--- src/rtl/regfile_write_arbiter_pkg.sv ---
// Shared definitions for the register-file write arbiter slice.
// Holds the default widths and register count, and the arbiter FSM state
// encoding. No ports; imported by the interface, arbiter and top.
package regfile_write_arbiter_pkg;

    localparam int DEF_DATA_W   = 16;  // register data width
    localparam int DEF_ADDR_W   = 5;   // register address width
    localparam int DEF_NUM_REGS = 32;  // registers zeroed by a clear sequence

    typedef enum logic [0:0] {
        IDLE  = 1'b0,
        CLEAR = 1'b1
    } state_e;

endpackage

--- src/rtl/regfile_write_arbiter_if.sv ---
// Write-request bundle for two requesters sharing one register-file port.
// Signals per requester i: reqi_valid, reqi_addr, reqi_data (requester
// driven) and reqi_ready (arbiter driven; a transfer is valid && ready).
// Modports: master = requester side, slave = arbiter side.
interface regfile_write_arbiter_if
    import regfile_write_arbiter_pkg::*;
#(
    parameter int DATA_W = DEF_DATA_W,
    parameter int ADDR_W = DEF_ADDR_W
) ();

    logic              req0_valid;
    logic              req0_ready;
    logic [ADDR_W-1:0] req0_addr;
    logic [DATA_W-1:0] req0_data;

    logic              req1_valid;
    logic              req1_ready;
    logic [ADDR_W-1:0] req1_addr;
    logic [DATA_W-1:0] req1_data;

    modport master (
        output req0_valid, req0_addr, req0_data,
        output req1_valid, req1_addr, req1_data,
        input  req0_ready, req1_ready
    );

    modport slave (
        input  req0_valid, req0_addr, req0_data,
        input  req1_valid, req1_addr, req1_data,
        output req0_ready, req1_ready
    );

endinterface

--- src/rtl/regfile_write_arbiter_rr_arbiter_2.sv ---
// Two-way round-robin grant logic (purely combinational).
// Ports: valid[1:0] - request lines; prio - requester favoured when both
// request (0 or 1); grant[1:0] - one-hot or zero grant, never to an
// idle requester.
module rr_arbiter_2 (
    input  logic [1:0] valid,
    input  logic       prio,
    output logic [1:0] grant
);

    always_comb begin
        grant    = '0;
        // A lone requester wins outright; prio only breaks ties.
        grant[0] = valid[0] & (~valid[1] | ~prio);
        grant[1] = valid[1] & (~valid[0] |  prio);
    end

endmodule

--- src/rtl/regfile_write_arbiter.sv ---
// Write-port arbiter for a register file with a bulk-clear sequence and
// read bypass.
// Ports:
//   clk, rst           - clock, synchronous active-high reset
//   req                - two write requesters (valid/ready/addr/data)
//   clr_start          - one-cycle request to zero every register
//   clr_done, busy     - clear completed pulse / clear in progress
//   Rw, WrEn, busW     - registered register-file write port
//   Ra, Rb             - read addresses (also presented to the file)
//   rf_busA, rf_busB   - raw register-file read data
//   busA, busB         - read data with same-cycle write forwarded
module regfile_write_arbiter
    import regfile_write_arbiter_pkg::*;
#(
    parameter int DATA_W   = DEF_DATA_W,
    parameter int ADDR_W   = DEF_ADDR_W,
    parameter int NUM_REGS = DEF_NUM_REGS
) (
    input  logic                    clk,
    input  logic                    rst,
    regfile_write_arbiter_if.slave  req,
    input  logic                    clr_start,
    output logic                    clr_done,
    output logic                    busy,
    output logic [ADDR_W-1:0]       Rw,
    output logic                    WrEn,
    output logic [DATA_W-1:0]       busW,
    input  logic [ADDR_W-1:0]       Ra,
    input  logic [ADDR_W-1:0]       Rb,
    input  logic [DATA_W-1:0]       rf_busA,
    input  logic [DATA_W-1:0]       rf_busB,
    output logic [DATA_W-1:0]       busA,
    output logic [DATA_W-1:0]       busB
);

    localparam logic [ADDR_W-1:0] LAST_IDX = ADDR_W'(NUM_REGS - 1);

    state_e            state_q, state_d;
    logic [ADDR_W-1:0] cnt_q, cnt_d;
    logic              prio_q, prio_d;
    logic              wren_q, wren_d;
    logic [ADDR_W-1:0] rw_q, rw_d;
    logic [DATA_W-1:0] busw_q, busw_d;
    logic              clr_done_q, clr_done_d;
    logic              busy_q, busy_d;

    logic [1:0] valid;
    logic [1:0] grant;
    logic       grant_en;

    assign valid = {req.req1_valid, req.req0_valid};

    rr_arbiter_2 u_rr (
        .valid (valid),
        .prio  (prio_q),
        .grant (grant)
    );

    // Grants only reach the requesters in IDLE without a pending clear,
    // and never while reset is held.
    assign req.req0_ready = grant[0] & grant_en & ~rst;
    assign req.req1_ready = grant[1] & grant_en & ~rst;

    always_comb begin
        state_d    = state_q;
        cnt_d      = cnt_q;
        prio_d     = prio_q;
        wren_d     = 1'b0;
        rw_d       = rw_q;
        busw_d     = busw_q;
        clr_done_d = 1'b0;
        grant_en   = 1'b0;

        unique case (state_q)
            IDLE: begin
                if (clr_start) begin
                    state_d = CLEAR;
                    cnt_d   = '0;
                    wren_d  = 1'b1;
                    rw_d    = '0;
                    busw_d  = '0;
                end else begin
                    grant_en = 1'b1;
                    if (grant[0]) begin
                        wren_d = 1'b1;
                        rw_d   = req.req0_addr;
                        busw_d = req.req0_data;
                        prio_d = 1'b1;
                    end else if (grant[1]) begin
                        wren_d = 1'b1;
                        rw_d   = req.req1_addr;
                        busw_d = req.req1_data;
                        prio_d = 1'b0;
                    end
                end
            end
            CLEAR: begin
                // The write port is registered, so each cycle loads the
                // address the next CLEAR cycle presents (cnt + 1).
                if (cnt_q == LAST_IDX) begin
                    state_d    = IDLE;
                    clr_done_d = 1'b1;
                end else begin
                    cnt_d  = cnt_q + 1'b1;
                    wren_d = 1'b1;
                    rw_d   = cnt_q + 1'b1;
                    busw_d = '0;
                end
            end
            default: state_d = IDLE;
        endcase

        busy_d = (state_d == CLEAR);
    end

    always_ff @(posedge clk) begin
        if (rst) begin
            state_q    <= IDLE;
            cnt_q      <= '0;
            prio_q     <= 1'b0;
            wren_q     <= 1'b0;
            rw_q       <= '0;
            busw_q     <= '0;
            clr_done_q <= 1'b0;
            busy_q     <= 1'b0;
        end else begin
            state_q    <= state_d;
            cnt_q      <= cnt_d;
            prio_q     <= prio_d;
            wren_q     <= wren_d;
            rw_q       <= rw_d;
            busw_q     <= busw_d;
            clr_done_q <= clr_done_d;
            busy_q     <= busy_d;
        end
    end

    assign WrEn     = wren_q;
    assign Rw       = rw_q;
    assign busW     = busw_q;
    assign clr_done = clr_done_q;
    assign busy     = busy_q;

    // Forward the write in flight so a same-cycle read sees the new value.
    assign busA = (wren_q && (Ra == rw_q)) ? busw_q : rf_busA;
    assign busB = (wren_q && (Rb == rw_q)) ? busw_q : rf_busB;

endmodule
--- src/flat_wrapper.sv ---
// flat-port wrapper written by rule: the top's interface ports become plain ports
module regfile_write_arbiter_flat import regfile_write_arbiter_pkg::*;
#(
    parameter int DATA_W   = DEF_DATA_W,
    parameter int ADDR_W   = DEF_ADDR_W,
    parameter int NUM_REGS = DEF_NUM_REGS
)
  (clk, rst, clr_start, clr_done, busy, Rw, WrEn, busW, Ra, Rb, rf_busA, rf_busB, busA, busB, req_req0_valid, req_req0_addr, req_req0_data, req_req1_valid, req_req1_addr, req_req1_data, req_req0_ready, req_req1_ready);
  regfile_write_arbiter_if #(.DATA_W(DATA_W), .ADDR_W(ADDR_W)) req_i ();
  input  logic clk;
  input  logic rst;
  input  logic clr_start;
  output logic clr_done;
  output logic busy;
  output logic [ADDR_W-1:0] Rw;
  output logic WrEn;
  output logic [DATA_W-1:0] busW;
  input  logic [ADDR_W-1:0] Ra;
  input  logic [ADDR_W-1:0] Rb;
  input  logic [DATA_W-1:0] rf_busA;
  input  logic [DATA_W-1:0] rf_busB;
  output logic [DATA_W-1:0] busA;
  output logic [DATA_W-1:0] busB;
  input wire logic [$bits(req_i.req0_valid)-1:0] req_req0_valid;
  input wire logic [$bits(req_i.req0_addr)-1:0] req_req0_addr;
  input wire logic [$bits(req_i.req0_data)-1:0] req_req0_data;
  input wire logic [$bits(req_i.req1_valid)-1:0] req_req1_valid;
  input wire logic [$bits(req_i.req1_addr)-1:0] req_req1_addr;
  input wire logic [$bits(req_i.req1_data)-1:0] req_req1_data;
  output wire logic [$bits(req_i.req0_ready)-1:0] req_req0_ready;
  output wire logic [$bits(req_i.req1_ready)-1:0] req_req1_ready;
  assign req_i.req0_valid = req_req0_valid;
  assign req_i.req0_addr = req_req0_addr;
  assign req_i.req0_data = req_req0_data;
  assign req_i.req1_valid = req_req1_valid;
  assign req_i.req1_addr = req_req1_addr;
  assign req_i.req1_data = req_req1_data;
  assign req_req0_ready = req_i.req0_ready;
  assign req_req1_ready = req_i.req1_ready;
  regfile_write_arbiter #(.DATA_W(DATA_W), .ADDR_W(ADDR_W), .NUM_REGS(NUM_REGS)) u_core (.clk(clk), .rst(rst), .req(req_i), .clr_start(clr_start), .clr_done(clr_done), .busy(busy), .Rw(Rw), .WrEn(WrEn), .busW(busW), .Ra(Ra), .Rb(Rb), .rf_busA(rf_busA), .rf_busB(rf_busB), .busA(busA), .busB(busB));
endmodule
--- config.mk ---
export PLATFORM = sky130hd
export DESIGN_NAME = regfile_write_arbiter_flat
export DESIGN_NICKNAME = d
export VERILOG_FILES = /design/src/rtl/regfile_write_arbiter_pkg.sv /design/src/rtl/regfile_write_arbiter_if.sv /design/src/rtl/regfile_write_arbiter_rr_arbiter_2.sv /design/src/rtl/regfile_write_arbiter.sv /design/src/flat_wrapper.sv
export SDC_FILE = /design/constraint.sdc
export NUM_CORES = 1
export LEC_CHECK = 0
export ABC_AREA = 1
export BUFFER_PORTS_ARGS = -buffer_cell sky130_fd_sc_hd__buf_2
export CAP_MARGIN = 20
export CORE_MARGIN = 10
export CORE_UTILIZATION = 44
export DETAILED_ROUTE_END_ITERATION = 8
export PLACE_DENSITY = 0.81
export SYNTH_ARGS = -nofsm -noshare
export SYNTH_HDL_FRONTEND = slang
export SYNTH_SLANG_ARGS = --single-unit
--- constraint.sdc ---
create_clock -name clk -period 1.8 [get_ports clk]
set_input_delay 0.36 -clock clk [delete_from_list [all_inputs] [get_ports clk]]
set_output_delay 0.36 -clock clk [all_outputs]
set_load 0.02 [all_outputs]
# Yosys cells after proc, flatten, opt, wreduce, memory -nomap -nowiden
# Index checks and enable logic that the tools add are counted.
# word_totals
regBits	30
inputBits	89
out_inout_bits	58
elab_cells	61
# classes
add_sub_neg	1
n_eq_ne	6
n_mux	26
bitwise_logic	14
n_reduce_logical	7
# op_table
cell	n
2-to-1 mux 16 bit	6
one-hot mux 16 bit (2 select lines)	1
2-to-1 mux 5 bit	5
one-hot mux 5 bit (2 select lines)	2
equality test 5 bit	2
2-to-1 mux 1 bit	10
bitwise AND 1 bit	6
inverter 1 bit	6
adder 5 x 1 -> 5 bit, second input constant	1
equality test 5 bit, second input constant	1
inequality test 2 bit, second input constant	2
inequality test 4 x 2 -> 1 bit, second input constant	1
one-hot mux 1 bit (2 select lines)	2
AND reduction 2 bit	2
AND reduction 3 bit	1
logical AND 1 bit	2
OR 1 bit	2
nonzero test 2 bit	1
OR reduction 2 bit	1

# Logic depth before layout (Yosys ltp)
# depth
depth_word	7
depth_mapped	10
ltp_nobuf	10

# Hierarchy
# From an unflattened synthesis, not the netlist that was laid out.
# unflattened
cells_unflattened	381
area_unflattened_um2	2289.7
# modules_own_cells
module	instances	cells_per_inst	area_per_inst_um2	seq_area_each_um2
regfile_write_arbiter	1	376	2269.7	600.6
rr_arbiter_2	1	5	20.0	0.0

# Least setup slack after synthesis
# OpenSTA, ideal clock, no wires.
# synth_path
kind	flip-flop to output port
start	register u_core.rw_q[2], in the netlist u_core.Rw[2]
end	output busA[10]
arrival_ns	1.333
required_time_ns	1.440
slack_ns	0.107
stages_incl_launch_ff	8
n_path_buf	1
path_cell_list	dfxtp_1 inv_2 nand2_1 nand2_1 nor2_4 buf_2 nand4_1 nand2_1
# synth_between
elab_chain_len	3
# synth_lines
element	line	rtl
start: declaration	regfile_write_arbiter.sv:42	logic [ADDR_W-1:0] rw_q, rw_d;
start signal: assignment	regfile_write_arbiter.sv:131	rw_q <= rw_d;
equality test 5 bit	regfile_write_arbiter.sv:145	assign busA = (wren_q && (Ra == rw_q)) ? busw_q : rf_busA;
logical AND 1 bit	regfile_write_arbiter.sv:145	
2-to-1 mux 16 bit	regfile_write_arbiter.sv:145	
end: declaration	flat_wrapper.sv:22	output logic [DATA_W-1:0] busA;
# Every way passes these cells.

# Worst setup path in the final report
# layout_path
start	register u_core.rw_q[1], in the netlist u_core.Rw[1]
end	output busB[12]
# layout_between
elab_chain_len	3
# layout_lines
element	line	rtl
equality test 5 bit	regfile_write_arbiter.sv:146	assign busB = (wren_q && (Rb == rw_q)) ? busw_q : rf_busB;
logical AND 1 bit	regfile_write_arbiter.sv:146	
2-to-1 mux 16 bit	regfile_write_arbiter.sv:146	
end: declaration	flat_wrapper.sv:23	output logic [DATA_W-1:0] busB;
# Every way passes these cells.

==> qor.yml <==
run_status:
  status: "finished, violations left"
  violations: "negative setup slack"
synth:
  avgSynthCellArea_um2: 6.335
  synth_nets: 486
  synth_async_sr_flop_share: 0
  yosysSeqAreaShare: 0.2400
  synthCells: 395
  synth_edf_count: 0
  ys_seq_elements: 30
  synth_cell_type_count: 27
  syn_area_mm2: 0.002502
  ys.flop_type: "dfxtp_1"
  ys_warn_count: 0
timing:
  worst_slew_pin_slew_ns: 0.3667
  fmax_mhz: 504.7
  fin_ws_ns: -0.1814
  max_slew_margin: 0.7556
  setup_viol: 32
  period_needed_ns: 1.981
  hold_viol_final: 0
  clock_skew_ns: 0.002813
  drv_slew: 0
  rsz0062_at_grt: "true"
  period_share: 1.101
global_routing:
  overflow: 0
  antenna_found_initial: 0
  grt_pass1_wl_um: 15090
  grt_usage: 0.2045
  grt_pass1_vias: 3193
  grt_max_degree: 31
cells_and_area:
  final_util: 0.7294
  fin_cells: 644
  drive_gt1_frac: 0.4948
  antenna_cells: 0
  design_area_mm2: 0.004016
  nFillCells: 430
  area_delta_synth_final_pct: 60.50
  fin_nets: 662
  multiInputGateArea_mm2: 0.001734
  seqCellArea_um2: 613.1
floorplan:
  core-area_mm2: 0.005507
  die_x_um: 95.42
  pin_count: 147
  num_rows: 27
  dieArea_mm2: 0.009104
  die_h_um: 95.42
  start_util: 0.4544
pwr:
  p_int_uw: 1412
  p_switching_uw: 781.7
  power_leakage_uw: 0.002118
  p_clk_frac: 0.249
  vdd.ir_drop.worst_mv: 0.3082
  swShare: 0.3564
  pwr_density_cell_mw_per_mm2: 546.1
  pwr-share-comb: 0.415
  pwr-share-seq: 0.336
worst_setup_path:
  ff2ff_path_depth: 9
  cpMostUsedCell: "nand2_1"
  worstReg2RegStart: "u_core.cnt_q[1]"
  crit_path_max_incr_delay_ns: 0.36
  crit_buf_inv: 3
  critPathKind: "reg2out"
  slowest_stage: "dfxtp_2"
  rrSetupSlack_ns: 0.17
  startpoint_type: "flip-flop"
  cp_top_family: "simple AND/OR/NAND/NOR gates"
  cp_data_required_time_ns: 1.44
  crit_fanout: 8
  cp_data_arrival_time_ns: 1.62
  crit_path_cell_trace: "inv_2 > nand2_1 > nand2_2 > nor2_4 > buf_6 > nand3_4 > nand2_1 > nand2_1 > buf_6"
  cp-end-kind: "output pin"
  reg2reg_to: "u_core.Rw[0]"
placement:
  io_buffers: 146
  dp_cells: 605
  placed_cell_area_mm2: 0.003271
  gp_congestion: 0.8889
  dp_hpwl_um: 7114
routing:
  drt-initial-drc-count: 208
  drc: 0
  wl_um: 11170
  drt-wirelength-per-cell_um: 17.34
  viasPerCell: 5.393
  first_pass_iters: 5
  vias: 3473
  ant_nets: 0
worst_hold_path:
  worst_hold_path_type: "in2reg"
  hold_end: "u_core.Rw[1]"
  hold_depth: 5
  min_from: "req_req0_addr[1]"
clocking:
  htree_levels: 2
  cts_tree: "built"
  ctsHoldBuffers: 0
  cts.clk_slew.worst_paths_ns: 0.06
  clockBufferDepth: 2
  cts_made_buffers: 5
  cts_sinks: 30
  clk_latency_ns: 0.27
  cts_root_buf: "clkbuf_8"
job:
  drv_cap: 0
==> routing by layer <==
metal / GRT usage / wire length [um] / up-vias
li1: - / - / 1641
met1: 0.2318 / 3967 / 1552
met2: 0.3625 / 5761 / 229
met3: 0.04399 / 989 / 51
met4: 0.08600 / 451 / 0
met5: 0 / 0 / -
==> through the flow <==
step                      setup TNS (ns)  power, uW  hold WS (ns)  setup WS [ns]
after floorplan                        0       1159        0.4447         0.1073
after global placement                 0       1384        0.4539        0.06142
after detailed placement               0       1396        0.4695        0.05748
after CTS                         -3.168       2110        0.4291        -0.1283
after global routing              -6.267       2303        0.4435        -0.2221
final                             -4.566       2193        0.4312        -0.1814
==> worst max path at each step <==
stage                  from  endpoint  slack (ns)  cells after the start
2_1_floorplan  u_core.Rw[2]  busA[10]        0.11                      7
3_3_place_gp          Ra[1]   busA[8]        0.06                      9
3_5_place_dp          Ra[2]   busA[8]        0.06                      8
4_1_cts        u_core.Rw[1]   busA[3]       -0.13                      9
5_1_grt        u_core.Rw[1]   busB[6]       -0.22                      9
6_report       u_core.Rw[1]  busB[12]       -0.18                      9
==> cell usage in the layout, fill, tap and decap left out, types with 5 or more instances in the layout <==
cell	n
a21oi_1	17
a21oi_2	10
buf_2	119
buf_4	22
buf_6	40
clkbuf_8	6
dfxtp_1	24
inv_1	43
inv_2	5
nand2_1	113
nand2_2	38
nand3_1	17
nand3_2	10
nand3b_1	16
nand4_1	34
nor2_1	16
nor2_4	7
==> worst reg2reg max path, cell delays in order (launching register included) <==
cell	delay [ns]
dfxtp_1	0.39
ha_1	0.19
nand2_1	0.07
nor2_1	0.12
ha_1	0.20
nand2_2	0.16
nand2_4	0.20
a21oi_1	0.09
nand2_1	0.08
inv_1	0.03
==> Yosys cell counts, types with 2 or more instances <==
cell type / n / area (um2)
inv_1: 43 / 161.4
nor2_1: 16 / 60.06
inv_2: 5 / 18.77
o21ai_0: 2 / 10.01
nor2_4: 7 / 78.83
nand3_4: 2 / 35.03
o21ai_1: 5 / 25.02
nand4_1: 34 / 212.7
nand3_2: 10 / 100.1
nand3b_1: 16 / 120.1
nor2_8: 2 / 40.04
ha_1: 2 / 25.02
buf_2: 8 / 40.04
clkbuf_1: 3 / 11.26
a21oi_2: 10 / 87.58
dfxtp_1: 30 / 600.6
nand2_1: 151 / 566.8
a21oi_1: 17 / 85.08
buf_6: 4 / 45.04
nand3_1: 17 / 85.08
nand2_4: 2 / 22.52
buf_4: 4 / 30.03
==> power by group through the flow <==
stage | Sequential (uW) | Clock, uW | Combinational (uW)
after global placement | 746 | 0 | 638
after global routing | 741 | 587 | 975
after detailed placement | 747 | 0 | 649
after CTS | 734 | 554 | 822
final | 737 | 545 | 911
after floorplan | 767 | 0 | 392
==> sequential cells by signal (all words and copies together) (netlist names) <==
signal           flops
u_core.Rw            5
u_core.state_q       1
u_core.clr_done      1
u_core.prio_q        1
u_core.cnt_q         5
u_core.busW         16
u_core.WrEn          1
==> logic make-up (layout without fill, tap and decap cells) <==
kind of cell	after synthesis	count (layout)	synth area share
AOI/OAI and AO/OA	34	34	0.08300
adders and majority gates	2	2	0.009998
buffers and inverters	70	243	0.1345
DFF	30	30	0.2400
and+or+nand+nor	259	263	0.5325
==> timing repair <==
item	4_1_cts	5_1_grt
endpoints found under the setup margin	33	50
hold endpoints to repair	0	0
setup buffers	16	6
resized for setup	76	49
pin swaps	20	33
gates cloned	8	1
==> area by class of cell <==
class,instances,area share
sequential,30,0.1526
clock inverter,1,0.001246
tap,72,0.02243
multi-input combinational,299,0.4318
timing repair buffer,186,0.3240
clock buffer,7,0.02150
inverter,49,0.04642
(Power assumes the default switching activity.)
